===== config.mk =====
export PLATFORM = sky130hd
export DESIGN_NAME = lcd_driver_alarm_n_flat
export DESIGN_NICKNAME = d
export VERILOG_FILES = /design/src/rtl/lcd_driver_alarm_n_if.sv /design/src/rtl/lcd_driver_alarm_n.sv /design/src/flat_wrapper.sv
export SDC_FILE = /design/constraint.sdc
export NUM_CORES = 1
export LEC_CHECK = 0
export BUFFER_PORTS_ARGS = -buffer_cell sky130_fd_sc_hd__buf_2
export CELL_PAD_IN_SITES_DETAIL_PLACEMENT = 1
export CELL_PAD_IN_SITES_GLOBAL_PLACEMENT = 2
export CORE_AREA = 3 3 93 95
export DETAILED_ROUTE_END_ITERATION = 16
export DIE_AREA = 0 0 96 98
export HOLD_SLACK_MARGIN = 0.02
export MAX_ROUTING_LAYER = met4
export PLACE_DENSITY_LB_ADDON = 0.1
export RECOVER_POWER = 50
export SLEW_MARGIN = 20
export SYNTH_ARGS = -nofsm -noshare
export SYNTH_HDL_FRONTEND = slang
export SYNTH_SLANG_ARGS = --single-unit
export TNS_END_PERCENT = 50

===== constraint.sdc =====
create_clock -name clock -period 5.3 [get_ports clock]
set_clock_uncertainty 0.15 [all_clocks]
set_input_delay 0.265 -clock clock [delete_from_list [all_inputs] [get_ports clock]]
set_output_delay 0.265 -clock clock [all_outputs]
set_load 0.05 [all_outputs]

===== src/rtl/lcd_driver_alarm_n_if.sv =====
// Signal bundle between timekeeping/keypad logic and the alarm-clock LCD driver.
// master drives the time sources and controls; slave is the driver itself.
interface lcd_driver_alarm_n_if #(
  parameter int unsigned DIGITS = 4
);
  logic                  tick;
  logic [4*DIGITS-1:0]   alarm_time;
  logic [4*DIGITS-1:0]   current_time;
  logic [4*DIGITS-1:0]   key_time;
  logic                  show_a;
  logic                  show_current_time;
  logic                  alarm_en;
  logic                  stop_alarm;
  logic                  snooze;
  logic [8*DIGITS-1:0]   display;
  logic                  sound_a;
  logic [1:0]            alarm_state;

  modport master (
    output tick, alarm_time, current_time, key_time, show_a, show_current_time,
    output alarm_en, stop_alarm, snooze,
    input  display, sound_a, alarm_state
  );

  modport slave (
    input  tick, alarm_time, current_time, key_time, show_a, show_current_time,
    input  alarm_en, stop_alarm, snooze,
    output display, sound_a, alarm_state
  );
endinterface


===== src/rtl/lcd_driver_alarm_n.sv =====
// Alarm-clock LCD driver: source select, BCD->ASCII with key-entry blink, and a
// ringing/snooze alarm FSM with tick-driven timeouts.
module lcd_driver_alarm_n #(
  parameter int unsigned DIGITS       = 4,
  parameter int unsigned RING_TICKS   = 60,
  parameter int unsigned SNOOZE_TICKS = 300,
  parameter int unsigned BLINK_TICKS  = 1
) (
  input logic                 clock,
  input logic                 reset,
  lcd_driver_alarm_n_if.slave bus
);
  localparam int unsigned MaxTicks = (RING_TICKS > SNOOZE_TICKS) ? RING_TICKS : SNOOZE_TICKS;
  localparam int unsigned CntW     = $clog2(MaxTicks + 1);
  localparam int unsigned BlinkW   = $clog2(BLINK_TICKS + 1);

  typedef enum logic [1:0] {StIdle = 2'b00, StRing = 2'b01, StSnooze = 2'b10} state_e;

  function automatic logic [7:0] enc(input logic [3:0] d);
    return (d <= 4'd9) ? (8'h30 + {4'h0, d}) : 8'h45;
  endfunction

  logic [4*DIGITS-1:0] src;
  logic                key_mode;
  logic [8*DIGITS-1:0] display_d, display_q;
  logic [BlinkW-1:0]   blink_cnt_d, blink_cnt_q;
  logic                blink_d, blink_q;
  logic                match, match_q;
  state_e              state_d, state_q;
  logic [CntW-1:0]     cnt_d, cnt_q;
  logic                sound_q;

  assign key_mode = ~bus.show_a & ~bus.show_current_time;
  assign match    = (bus.current_time == bus.alarm_time);

  always_comb begin
    src = bus.key_time;
    if (bus.show_a)                 src = bus.alarm_time;
    else if (bus.show_current_time) src = bus.current_time;
  end

  always_comb begin
    display_d = '0;
    for (int i = 0; i < DIGITS; i++) begin
      display_d[8*i +: 8] = (key_mode && blink_q) ? 8'h20 : enc(src[4*i +: 4]);
    end
  end

  always_comb begin
    blink_cnt_d = blink_cnt_q;
    blink_d     = blink_q;
    if (!key_mode) begin
      blink_cnt_d = '0;
      blink_d     = 1'b0;
    end else if (bus.tick) begin
      if (blink_cnt_q == BlinkW'(BLINK_TICKS - 1)) begin
        blink_cnt_d = '0;
        blink_d     = ~blink_q;
      end else begin
        blink_cnt_d = blink_cnt_q + BlinkW'(1);
      end
    end
  end

  // Entering any state zeroes the counter, so a tick on a transition cycle is never counted.
  always_comb begin
    state_d = state_q;
    cnt_d   = cnt_q;
    if (!bus.alarm_en) begin
      state_d = StIdle;
      cnt_d   = '0;
    end else begin
      unique case (state_q)
        StIdle: begin
          if (match && !match_q) begin
            state_d = StRing;
            cnt_d   = '0;
          end
        end
        StRing: begin
          if (bus.stop_alarm) begin
            state_d = StIdle;
            cnt_d   = '0;
          end else if (bus.snooze) begin
            state_d = StSnooze;
            cnt_d   = '0;
          end else if (bus.tick) begin
            if (cnt_q == CntW'(RING_TICKS - 1)) begin
              state_d = StIdle;
              cnt_d   = '0;
            end else begin
              cnt_d = cnt_q + CntW'(1);
            end
          end
        end
        StSnooze: begin
          if (bus.stop_alarm) begin
            state_d = StIdle;
            cnt_d   = '0;
          end else if (bus.tick) begin
            if (cnt_q == CntW'(SNOOZE_TICKS - 1)) begin
              state_d = StRing;
              cnt_d   = '0;
            end else begin
              cnt_d = cnt_q + CntW'(1);
            end
          end
        end
        default: begin
          state_d = StIdle;
          cnt_d   = '0;
        end
      endcase
    end
  end

  always_ff @(posedge clock) begin
    if (reset) begin
      display_q   <= {DIGITS{8'h20}};
      blink_cnt_q <= '0;
      blink_q     <= 1'b0;
      match_q     <= 1'b0;
      state_q     <= StIdle;
      cnt_q       <= '0;
      sound_q     <= 1'b0;
    end else begin
      display_q   <= display_d;
      blink_cnt_q <= blink_cnt_d;
      blink_q     <= blink_d;
      match_q     <= match;
      state_q     <= state_d;
      cnt_q       <= cnt_d;
      sound_q     <= (state_d == StRing);
    end
  end

  assign bus.display     = display_q;
  assign bus.sound_a     = sound_q;
  assign bus.alarm_state = state_q;
endmodule


===== src/flat_wrapper.sv =====
// flat-port wrapper written by rule: the top's interface ports become plain ports
module lcd_driver_alarm_n_flat 
#(
  parameter int unsigned DIGITS       = 4,
  parameter int unsigned RING_TICKS   = 60,
  parameter int unsigned SNOOZE_TICKS = 300,
  parameter int unsigned BLINK_TICKS  = 1
)
  (clock, reset, bus_tick, bus_alarm_time, bus_current_time, bus_key_time, bus_show_a, bus_show_current_time, bus_alarm_en, bus_stop_alarm, bus_snooze, bus_display, bus_sound_a, bus_alarm_state);
  lcd_driver_alarm_n_if #(.DIGITS(DIGITS)) bus_i ();
  input logic clock;
  input logic reset;
  input wire logic [$bits(bus_i.tick)-1:0] bus_tick;
  input wire logic [$bits(bus_i.alarm_time)-1:0] bus_alarm_time;
  input wire logic [$bits(bus_i.current_time)-1:0] bus_current_time;
  input wire logic [$bits(bus_i.key_time)-1:0] bus_key_time;
  input wire logic [$bits(bus_i.show_a)-1:0] bus_show_a;
  input wire logic [$bits(bus_i.show_current_time)-1:0] bus_show_current_time;
  input wire logic [$bits(bus_i.alarm_en)-1:0] bus_alarm_en;
  input wire logic [$bits(bus_i.stop_alarm)-1:0] bus_stop_alarm;
  input wire logic [$bits(bus_i.snooze)-1:0] bus_snooze;
  output wire logic [$bits(bus_i.display)-1:0] bus_display;
  output wire logic [$bits(bus_i.sound_a)-1:0] bus_sound_a;
  output wire logic [$bits(bus_i.alarm_state)-1:0] bus_alarm_state;
  assign bus_i.tick = bus_tick;
  assign bus_i.alarm_time = bus_alarm_time;
  assign bus_i.current_time = bus_current_time;
  assign bus_i.key_time = bus_key_time;
  assign bus_i.show_a = bus_show_a;
  assign bus_i.show_current_time = bus_show_current_time;
  assign bus_i.alarm_en = bus_alarm_en;
  assign bus_i.stop_alarm = bus_stop_alarm;
  assign bus_i.snooze = bus_snooze;
  assign bus_display = bus_i.display;
  assign bus_sound_a = bus_i.sound_a;
  assign bus_alarm_state = bus_i.alarm_state;
  lcd_driver_alarm_n #(.DIGITS(DIGITS), .RING_TICKS(RING_TICKS), .SNOOZE_TICKS(SNOOZE_TICKS), .BLINK_TICKS(BLINK_TICKS)) u_core (.clock(clock), .reset(reset), .bus(bus_i));
endmodule

==> reports/qor.yml <==
power_and_ir_drop:
  powerDensity_mw_per_mm2: 291
  finalPower_mw: 0.825
  p_leak_nw: 1.23
  ir_worst_vdd_v: 0.000127
yosys:
  syn_area_sq_mm: 0.00226
  netlist.area_leader.share_pct: 37.3
  synthDistinctLibCells: 48
  synth_area_leaders: "dfxtp_1 (37%), mux2i_1 (7.1%), xor2_1 (6.2%), nor2_1 (4.5%), a21oi_1 (4.2%)"
  synthCells: 259
  seq_area_frac_synth_pct: 37.3
  syn_avg_cell_area_sq_um: 8.71
  synthArstFlopShare_pct: 0
  synth_edf_count: 0
  ys_ff_latch: 42
  ys_warn_count: 0
  synth-main-ff-cell: "dfxtp_1"
  synth_largest_area_cell: "dfxtp_1"
cells_and_area:
  register_area_sq_um: 841
  layout_common_cells: "buf_2 (53), dfxtp_1 (42), clkbuf_1 (33), nor2_1 (27), a21oi_1 (19)"
  drive_gt1_share_pct: 22.2
  fillers: 986
  final_util_pct: 36.4
  finalInstanceArea_sq_mm: 0.00284
  diodes: 0
  final_common_cell: "buf_2"
  syn_to_final_growth_pct: 25.8
  fin_nets: 402
  multi_input_area_sq_mm: 0.00128
  stdcell_count: 444
clock_network:
  clock-root-buffer: "clkbuf_8"
  cts_buffers: 5
  cts_hold_buf: 0
  cts_resized: 0
  h-tree-depth: 2
  cts_tree: "yes"
  cts_sinks: 42
  clk_latency_ns: 0.30
  post_cts_buffers: 0
  path_clk_slew_ns: 0.08
  clockBufferDepth: 2
floorplanning:
  die_area_sq_mm: 0.00941
  rows: 32
  start_util_pct: 28.9
  die_h_um: 98
  die_w_um: 96
  coreArea_sq_mm: 0.00781
  pin_count: 91
worst_hold_path:
  hold_path.class: "input port to flip-flop"
sta:
  fin_ws_ns: 2.77
  rsz0062_at_grt: "false"
  setup_viol: 0
  max_slew_margin_pct: -10.5
  fmax_mhz: 395
  finalCritPeriodShare_pct: 47.8
  hold_viol: 0
  holdWs_ns: 0.0600
  maxSlewViolCount: 39
  period_needed_ns: 2.53
  final.setup.tns_ns: 0
  tightest_slew_ns: 1.66
placed_design:
  place.gp.congestion: 0.802
  postPlaceCellArea_sq_mm: 0.00274
  dp_hpwl_um: 5310
  dp_slack_ns: 2.78
  placed_cells: 436
  port_buffers: 86
routing:
  dr_total_vias: 2148
  drt_iter0_drc: 74
  drcViolationCount: 0
  ant_nets: 0
  dr.pass1.iters: 4
  drt-vias-per-instance: 4.84
  wl_um: 6720
  wire_per_inst_um: 15.1
global_routing:
  antenna_found_initial: 0
  grt_max_degree: 39
  grt_pass1_vias: 2239
  grt_pass1_wl_um: 10700
  globalRouteOverflowTotal: 0
  grt_usage_pct: 14.9
critical_path:
  path_cells: "clkbuf_1 -> nor2_1 -> a21oi_1 -> nand2_1 -> nor2_1"
  slowest_delay_ns: 1.17
  crit_path_max_fanout: 38
  critPathKind: "input port to flip-flop"
  crit_slowest_cell: "clkbuf_1"
  start_kind: "input port"
  end_kind: "flip-flop"
  required_ns: 5.38
  cp.arrival_ns: 2.62
  crit_top_cell: "nor2_1"
outcome:
  status: "complete, but fails checks"
  violations: "max-capacitance violations, max-slew violations"
job:
  maxCapViolations: 1
==> layout make-up <==
cell class                 instances  area share [%]
tap                              102            4.50
clock inverter                     2            2.12
clock buffer                       6            2.91
timing repair buffer              86            13.7
multi-input combinational        190            45.0
sequential                        42            29.6
inverter                          16            2.12
==> cells in the mapped netlist, types with 3 or more instances <==
| cell type | number |
|---|---|
| dfxtp_1 | 42 |
| nor2_1 | 27 |
| a21oi_1 | 19 |
| inv_1 | 16 |
| mux2i_1 | 16 |
| xor2_1 | 16 |
| nand2_1 | 14 |
| o211ai_1 | 8 |
| o21ai_0 | 8 |
| nand3_1 | 7 |
| a31oi_1 | 6 |
| a211oi_1 | 5 |
| clkbuf_1 | 5 |
| ha_1 | 5 |
| nand2b_1 | 5 |
| nor4_1 | 5 |
| buf_4 | 4 |
| mux2_2 | 4 |
| o21a_1 | 4 |
| or2_2 | 4 |
| nand3b_1 | 3 |
| nand4_1 | 3 |
| nor2b_1 | 3 |
| o41ai_1 | 3 |
==> metal layers <==
layer	vias to the layer above	share of wire [%]	track usage [%]
met1	1014	45	17.6
li1	1067	-	-
met4	0	1.3	4.16
met3	7	5.3	3.78
met2	60	48	24.6
met5	-	0	-
==> kinds of logic after synthesis <==
group           synth area share [%]
compound gates                  17.7
xor+xnor                        6.60
fa+ha+maj                       2.77
buf+inv                         6.54
flops                           37.3
mux                             9.10
other cells                    0.166
simple gates                    19.9
==> state kept, by name, summed over array words and instances (netlist names) <==
signal	cells
u_core.blink_q	1
u_core.cnt_q	9
u_core.bus.alarm_state	2
u_core.bus.display	28
u_core.bus.sound_a	1
u_core.match_q	1
==> worst max-delay path: cells and delay by family <==
kind	cells	cell delay [ns]
AO/OA/AOI/OAI	1	0.68
buffers and inverters	1	1.17
AND/OR/NAND/NOR	3	0.48
==> where the power goes <==
group	internal, mW	total, mW	switching, mW
Clock	0.201	0.319	0.118
Combinational	0.0478	0.170	0.122
Sequential	0.332	0.336	0.00439
Total	0.581	0.825	0.245
==> worst paths after layout <==
path | startpoint | cells after the start | slack, ns | end
max | bus_show_a | 5 | 2.77 | u_core.bus.display[3]$_SDFF_PP0_
min | reset | 2 | 0.06 | u_core.blink_q$_SDFFE_PP0P_
max reg2reg | u_core.bus.alarm_state[0]$_SDFF_PP0_ | 8 | 2.78 | u_core.cnt_q[8]$_SDFFE_PP0P_
min reg2reg | u_core.cnt_q[1]$_SDFFE_PP0P_ | 2 | 0.37 | u_core.cnt_q[1]$_SDFFE_PP0P_
No activity file was read; power rests on OpenSTA's default activity.
